File: src/rtl/hnf_rxreq.sv
// HNF RXREQ link receiver: issues CHI link credits, checks target ID and buffers
// accepted request flits in the POCQ, presenting the oldest entry show-ahead.

package hnf_rxreq_pkg;

  typedef struct packed {
    logic [3:0]  qos;
    logic [6:0]  tgtid;
    logic [6:0]  srcid;
    logic [7:0]  txnid;
    logic [5:0]  opcode;
    logic [47:0] addr;
  } reqflit_t;

  localparam logic [5:0] OPC_LCRD_RETURN = 6'h00;

endpackage

module hnf_rxreq
  import hnf_rxreq_pkg::*;
#(
  parameter int         DEPTH = 8,
  parameter logic [6:0] HN_ID = 7'd0
) (
  input  logic                       clock,
  input  logic                       reset,
  input  logic                       rxreqflitpend,
  input  logic                       rxreqflitv,
  input  reqflit_t                   rxreqflit,
  output logic                       rxreqlcrdv,
  input  logic                       link_up,
  output logic                       link_idle,
  output reqflit_t                   pocq_head,
  output logic                       pocq_head_v,
  input  logic                       pocq_pop,
  output logic [$clog2(DEPTH+1)-1:0] pocq_count,
  output logic                       err_tgtid,
  output logic                       err_crd
);

  localparam int PTR_W = (DEPTH > 1) ? $clog2(DEPTH) : 1;
  localparam int CNT_W = $clog2(DEPTH + 1);

  typedef enum logic [1:0] {
    ST_STOP  = 2'd0,
    ST_RUN   = 2'd1,
    ST_DRAIN = 2'd2
  } state_t;

  state_t             state_q, state_d;
  logic [3:0]         crd_q, crd_d;
  logic [CNT_W-1:0]   count_q, count_d;
  logic [PTR_W-1:0]   wr_ptr_q, wr_ptr_d;
  logic [PTR_W-1:0]   rd_ptr_q, rd_ptr_d;
  logic               err_tgtid_q, err_tgtid_d;
  logic               err_crd_q, err_crd_d;
  reqflit_t           mem_q [DEPTH];

  logic               flit_ok;
  logic               enq;
  logic               deq;
  logic [4:0]         crd_sum;

  // The early-pend hint carries no information the receiver needs.
  logic unused_flitpend;
  assign unused_flitpend = rxreqflitpend;

  function automatic logic [PTR_W-1:0] ptr_inc(input logic [PTR_W-1:0] p);
    if (p == PTR_W'(DEPTH - 1)) ptr_inc = '0;
    else                        ptr_inc = p + PTR_W'(1);
  endfunction

  assign flit_ok = rxreqflitv && (crd_q != 4'd0);
  assign enq     = flit_ok && (rxreqflit.opcode != OPC_LCRD_RETURN);
  assign deq     = pocq_pop && (count_q != '0);
  assign crd_sum = {1'b0, crd_q} + 5'(count_q);

  // FSM: state register
  always_ff @(posedge clock) begin
    if (reset) state_q <= ST_STOP;
    else       state_q <= state_d;
  end

  // FSM: next state
  always_comb begin
    state_d = state_q;
    unique case (state_q)
      ST_STOP:  if (link_up) state_d = ST_RUN;
      ST_RUN:   if (!link_up) state_d = ST_DRAIN;
      ST_DRAIN: begin
        if (link_up)               state_d = ST_RUN;
        else if (crd_q == 4'd0)    state_d = ST_STOP;
      end
      default:  state_d = ST_STOP;
    endcase
  end

  // FSM: outputs; grants come only from registered state so they never chase
  // an arriving flit combinationally.
  always_comb begin
    rxreqlcrdv = 1'b0;
    link_idle  = 1'b0;
    unique case (state_q)
      ST_STOP:  link_idle  = 1'b1;
      ST_RUN:   rxreqlcrdv = (crd_sum < 5'(DEPTH));
      ST_DRAIN: rxreqlcrdv = 1'b0;
      default:  link_idle  = 1'b1;
    endcase
  end

  always_comb begin
    crd_d       = crd_q + 4'(rxreqlcrdv) - 4'(flit_ok);
    count_d     = count_q + CNT_W'(enq) - CNT_W'(deq);
    wr_ptr_d    = enq ? ptr_inc(wr_ptr_q) : wr_ptr_q;
    rd_ptr_d    = deq ? ptr_inc(rd_ptr_q) : rd_ptr_q;
    err_tgtid_d = enq && (rxreqflit.tgtid != HN_ID);
    err_crd_d   = rxreqflitv && (crd_q == 4'd0);
  end

  always_ff @(posedge clock) begin
    if (reset) begin
      crd_q       <= '0;
      count_q     <= '0;
      wr_ptr_q    <= '0;
      rd_ptr_q    <= '0;
      err_tgtid_q <= 1'b0;
      err_crd_q   <= 1'b0;
    end else begin
      crd_q       <= crd_d;
      count_q     <= count_d;
      wr_ptr_q    <= wr_ptr_d;
      rd_ptr_q    <= rd_ptr_d;
      err_tgtid_q <= err_tgtid_d;
      err_crd_q   <= err_crd_d;
    end
  end

  // Storage needs no reset: head validity is governed by count_q.
  always_ff @(posedge clock) begin
    if (enq) mem_q[wr_ptr_q] <= rxreqflit;
  end

  assign pocq_head   = mem_q[rd_ptr_q];
  assign pocq_head_v = (count_q != '0);
  assign pocq_count  = count_q;
  assign err_tgtid   = err_tgtid_q;
  assign err_crd     = err_crd_q;

endmodule

File: config.mk
export PLATFORM = sky130hd
export DESIGN_NAME = hnf_rxreq
export DESIGN_NICKNAME = d
export VERILOG_FILES = /design/src/rtl/hnf_rxreq.sv
export SDC_FILE = /design/constraint.sdc
export NUM_CORES = 1
export LEC_CHECK = 0
export ABC_CLOCK_PERIOD_IN_PS = 14980
export CORE_AREA = 2 2 272 274
export CTS_CLUSTER_DIAMETER = 200
export DETAILED_ROUTE_END_ITERATION = 8
export DIE_AREA = 0 0 274 276
export HOLD_SLACK_MARGIN = 0.08
export PLACE_DENSITY_LB_ADDON = 0.12
export RECOVER_POWER = 100
export REMOVE_ABC_BUFFERS = 1
export SYNTH_ARGS = -nofsm -noshare
export SYNTH_HDL_FRONTEND = slang
export SYNTH_SLANG_ARGS = --single-unit
export TNS_END_PERCENT = 1
File: constraint.sdc
create_clock -name clock -period 14.98 [get_ports clock]
set_input_delay 4.494 -clock clock [delete_from_list [all_inputs] [get_ports clock]]
set_output_delay 4.494 -clock clock [all_outputs]
set_load 0.05 [all_outputs]
==> impl_metrics.ini, run 1 <==
[drt]
wl_per_cell_um = 23.49
ant_nets = 0
wirelength_met1_mm = 24.18
drt_first_iter_violations = 667
wl_met3_mm = 2.797
drt-total-wl_mm = 54.03
drt-pass1-iter-count = 4
drc = 0
topRoutingLayerUsed = met5
num_vias = 11280
vias_per_cell = 4.905
dr_wl_met2_mm = 26.03

[die]
rows = 99
die-area_um2 = 75620
die_x_um = 274
io_pins = 175
die_y_um = 276
core-area_um2 = 72590
start_util_pct = 34.81

[worst_setup_path]
crit_top_cell = buf_4
critPathKind = flop to primary output
worstRegToRegCells = 8
path_delay_family = buffers and inverters
cp.required_ns = 10.49
path_depth = 5
worstPathCellList = buf_4, buf_4, mux4_2, mux2_2, dlygate4sd3_1
cp_max_fo = 42
cp-end-kind = primary output
critPathMaxStageDelay_ns = 2.45
worst-path-buf-inv = 3
cp_slowest_cell = dfxtp_1
cp.arrival_ns = 6.50
startpoint_type = flop

[global_routing]
grt_start_max_net_pins = 64
grt_pass1_wl_mm = 80.38
grt.overflow.total = 0
grt_antenna_before_repair = 12
grt_pass1_vias = 12220
grt_util_all_layers_pct = 14.52

[logic_synthesis]
synth_area_um2 = 25270
yosysTopAreaCell = edfxtp_1
synth-seq-cells = 661
syn_area_per_cell_um2 = 23.84
yosys-top-cells-area = edfxtp_1 76%, mux4_2 14%, mux2_2 3.7%, dfxtp_1 1.7%, ha_1 1.1%
synth_top_area_share_pct = 76.05
postSynth.asyncResetShare_pct = 0
synth_edf_count = 640
synth.distinct_cells = 36
synth_warnings = 0
synth_flop_cell = edfxtp_1
syn_inst = 1060
ys_seq_area_share_pct = 77.72

[sta]
finalSetupTns_ns = 0
hold_viol_final = 0
worst_pin_slew_ns = 4.178
maxSlewViolCount = 670
period_needed_ns = 11.00
period_share_pct = 73.42
setup_viol = 0
slew_headroom_pct = -178.5
rsz0062_at_grt = no
holdWs_ns = 0.5182
finClkSkew_ns = 0.01600
fmax_mhz = 90.92

[clock_tree]
cts_max_level = 3
clock-sinks = 661
ctsLongestPathBuffers = 3
cts_resized = 0
clockRootBuffer = clkbuf_16
cts_setup_buffers = 0
cts_tree = yes
cts_buffers = 72
worstSkewPairLatency_ns = 0.60
clk_pin_slew_worst_paths_ns = 0.06
cts_hold_buf = 0

[final_layout]
fill_cells = 6395
drive_above_1_share_pct = 26.46
multi_input_comb_area_um2 = 5265
area_delta_synth_final_pct = 19.77
finalNetCount = 1396
regArea_um2 = 19650

[status]
violations = capacitance limit, slew limit
status = complete, but fails checks

[hold_path]
holdCritPathClass = flop to flop
hold_depth = 2

[placement]
gp_congestion = 0.6694
dp_hpwl_mm = 28.42
port_buffers = 173

[power]
finalPower_mw = 5.219
power_density_nw_per_um2 = 172.5
peakVddDrop_mv = 0.09490
p_leak_nw = 9.363

[flow_run]
cap_violations = 21
[layer usage]
| metal | up-vias | track usage, % |
|---|---|---|
| li1 | 4930 | - |
| met1 | 6024 | 19.81 |
| met2 | 225 | 23.37 |
| met3 | 95 | 3.439 |
| met4 | 8 | 3.846 |
| met5 | - | 0 |
[layout by cell type (no fill, tap or decap), types with 7 or more instances in the layout]
master,netlist,final
mux2_2,83,83
mux4_2,160,160
nor2_1,7,7
clkinv_2,0,14
clkinv_1,0,14
dlygate4sd3_1,0,167
clkbuf_1,17,33
ha_1,22,22
inv_1,20,21
edfxtp_1,640,640
dfxtp_1,21,19
clkbuf_16,0,75
[cells in the mapped netlist (3+ instances only)]
cell	instances
edfxtp_1	640
buf_2	16
o21ai_0	3
nand2b_1	5
mux4_2	160
nor4b_1	4
nor3_1	4
mux2i_1	3
buf_6	11
buf_1	4
clkbuf_1	17
a21oi_1	6
mux2_2	83
dfxtp_1	21
nor2b_1	6
inv_1	20
nor2_1	7
ha_1	22
nor4_1	3
or4_1	4
[kinds of logic after synthesis]
| family | Yosys count | synth area share [%] |
|---|---|---|
| DFF | 661 | 77.72 |
| muxes | 247 | 18.14 |
| buffers and inverters | 69 | 1.431 |
| and+or+nand+nor | 41 | 0.9953 |
| adders and majority gates | 24 | 1.248 |
| AOI/OAI and AO/OA | 16 | 0.4011 |
| xor gates and xnor gates | 2 | 0.06933 |
[cell type report]
cell class | count | share of cell area, %
sequential | 661 | 64.92
tap | 959 | 3.965
inverter | 21 | 0.2605
clock buffer | 89 | 6.441
multi-input combinational | 330 | 17.40
timing repair buffer | 200 | 6.131
clock inverter | 37 | 0.8641
antenna | 3 | 0.02481
[worst min-delay path: cells and delay by family (launching register included)]
| kind | cells | cell delay [ns] |
|---|---|---|
| flops | 1 | 0.32 |
| compound gates | 2 | 0.15 |
[per-stage QoR]
stage	utilization, %	instances	instance area (µm²)	setup slack, ns
after floorplan	-	1012	24990	1.049
after global placement	38.82	2171	28180	6.070
after detailed placement	38.82	2171	28180	6.091
after CTS	41.87	2297	30390	5.436
after global routing	41.68	2297	30260	3.185
final	41.69	2300	30260	3.982
[report_power, final]
part           total [mW]  internal, mW  switching (mW)  leakage (nW)
clock                1.67         0.973           0.701          1.09
sequential           2.26          2.19          0.0649          5.96
combinational        1.29         0.508           0.781          2.31
[state kept, by name, summed over array words and instances (netlist names), named ones only]
register,flops
wr_ptr_q,3
crd_q,4
state_q,2
rd_ptr_q,3
mem_q,640
pocq_count,4
err_crd,1
err_tgtid,1
[path summary, 6_finish.rpt]
| path | start | to | slack (ns) |
|---|---|---|---|
| hold reg to reg | rd_ptr_q[1] | flop | 0.52 |
| setup reg to reg | crd_q[2] | mem_q[1][6] | 8.13 |
| hold / removal | rd_ptr_q[1] | flop | 0.52 |
| setup / recovery | flop | pocq_head[28] | 3.98 |
Power figures use the tool's default switching activity.
==> run 2, diff against run 1 <==
--- a/config.mk
+++ b/config.mk
@@ -5,7 +5,7 @@
 export SDC_FILE = /design/constraint.sdc
 export NUM_CORES = 1
 export LEC_CHECK = 0
-export ABC_CLOCK_PERIOD_IN_PS = 14980
+export ABC_CLOCK_PERIOD_IN_PS = 10820
 export CORE_AREA = 2 2 272 274
 export CTS_CLUSTER_DIAMETER = 200
 export DETAILED_ROUTE_END_ITERATION = 8
==> constraint.sdc (replaced) <==
create_clock -name clock -period 10.82 [get_ports clock]
set_input_delay 3.246 -clock clock [delete_from_list [all_inputs] [get_ports clock]]
set_output_delay 3.246 -clock clock [all_outputs]
set_load 0.05 [all_outputs]
==> run 2 against run 1 <==
Effect of this change:
- the flow still finishes with violations (capacitance limit, slew limit)
- sequential power increased by 38%
- sequential share of layout area decreased by 0.14 points
- critical path depth shrank 2
- power grew 39%
- global-route usage fell by 0.082 points
- cell count grew 0.26%
- non-clock buffer count down 3
==> impl_metrics.ini, run 2 (synthesis gave the netlist of run 1 again) <==
[placement]
dp_hpwl_mm = 27.46
port_buffers = 173
gp_congestion = 0.6936
place_ws_ns = 4.077

[sta]
period_needed_ns = 8.828
maxSlewViolCount = 670
hold_viol_final = 0
slew_headroom_pct = -165.3
fmax_mhz = 113.3
finalSetupTns_ns = 0
setup_viol = 0
finClkSkew_ns = 0.01080
worst_pin_slew_ns = 3.979
rsz0062_at_grt = no
setup_ws_ns = 1.992
period_share_pct = 81.59
holdWs_ns = 0.4989

[clock_tree]
clk_pin_slew_worst_paths_ns = 0.06
cts_setup_buffers = 0
cts_tree = yes
cts_hold_buf = 0
cts_max_level = 3
cts_buffers = 74
ctsLongestPathBuffers = 3
worstSkewPairLatency_ns = 0.59
clockRootBuffer = clkbuf_16
clock-sinks = 661
cts_resized = 0

[global_routing]
grt_pass1_wl_mm = 79.74
grt_pass1_vias = 12110
busiest_layer = met2
met1_usage_pct = 19.61
grt_antenna_before_repair = 12
grt_util_met2_pct = 22.98
grt_start_max_net_pins = 161
grt.overflow.total = 0
grt_util_all_layers_pct = 14.44
met3_usage_pct = 3.613

[worst_setup_path]
startpoint_type = flop
cp.arrival_ns = 5.58
cp-end-kind = primary output
critPathKind = flop to primary output
cp_max_fo = 42
cp.required_ns = 7.57

[drt]
drc = 0
drt-total-wl_mm = 53.60
drt_first_iter_violations = 653
vias_per_cell = 4.867
num_vias = 11220
wl_per_cell_um = 23.24
ant_nets = 0
drt-pass1-iter-count = 4

[power]
power_density_nw_per_um2 = 239.1
p_leak_nw = 9.362
finalPower_mw = 7.253
peakVddDrop_mv = 0.1183

[status]
violations = capacitance limit, slew limit
status = complete, but fails checks

[flow_run]
cap_violations = 18

[die]
rows = 99
io_pins = 175
die-area_um2 = 75620
start_util_pct = 34.81
core-area_um2 = 72590
die_y_um = 276
die_x_um = 274

[final_layout]
drive_above_1_share_pct = 25.43
largest_register_ffs = 640
finalNetCount = 1395
final_common_cell = edfxtp_1
area_delta_synth_final_pct = 20.04
regMostFlops = mem_q
utilization_pct = 41.79
mostFrequentLayoutCells = 640 x edfxtp_1, 160 x mux4_2, 154 x dlygate4sd3_1

[hold_path]
holdCritPathClass = flop to flop
[run 2: changes by cell type in the layout (fill, tap and decap cells not counted), sizes merged]
| cell | previous run | this run |
|---|---|---|
| clkinvlp | 3 | 2 |
| buf | 6 | 3 |
| clkdlybuf4s50 | 6 | 19 |
| bufinv | 3 | 2 |
| inv | 24 | 22 |
| diode | 3 | 6 |
| clkinv | 28 | 24 |
| clkbuf | 110 | 124 |
| dlygate4sd3 | 167 | 154 |
[run 2: path summary, 6_finish.rpt]
path / cells past startpoint / startpoint / to / slack (ns)
max: 3 / flop / pocq_head[53] / 1.99
min: 2 / rd_ptr_q[1] / flop / 0.50
max reg2reg: 8 / crd_q[2] / mem_q[1][33] / 5.40
min reg2reg: 2 / rd_ptr_q[1] / flop / 0.50
[run 2: critical path: stages, from the launching register on]
cell,delay [ns]
dfxtp_4,0.81
clkbuf_1,2.59
mux2_2,0.54
dlygate4sd3_1,0.96
[run 2: metal layers]
metal / routed length [µm] / up-vias
met5: 51 / -
met4: 925 / 8
met1: 23560 / 5962
li1: - / 4961
met2: 26070 / 218
met3: 2992 / 74
[run 2: report_power, final]
part / switching [mW] / internal [mW]
combinational: 1.10 / 0.712
sequential: 0.0757 / 3.03
clock: 0.948 / 1.39
total: 2.12 / 5.13
[run 2: layout make-up]
type,count,area (µm²)
diodes,6,15.01
flip-flops and latches,661,19650
well taps,959,1200
inverters,21,78.83
repair buffers,197,1859
clock inverters,29,178.9
fillers,6401,42250
multi-input cells,330,5265
clock buffers,103,2087
[run 2: stage by stage]
step	instances	area, µm²
5_1_grt	2300	30320
4_1_cts	2300	30450
2_1_floorplan	1012	24990
3_3_place_gp	2168	28180
6_report	2306	30330
3_5_place_dp	2168	28180
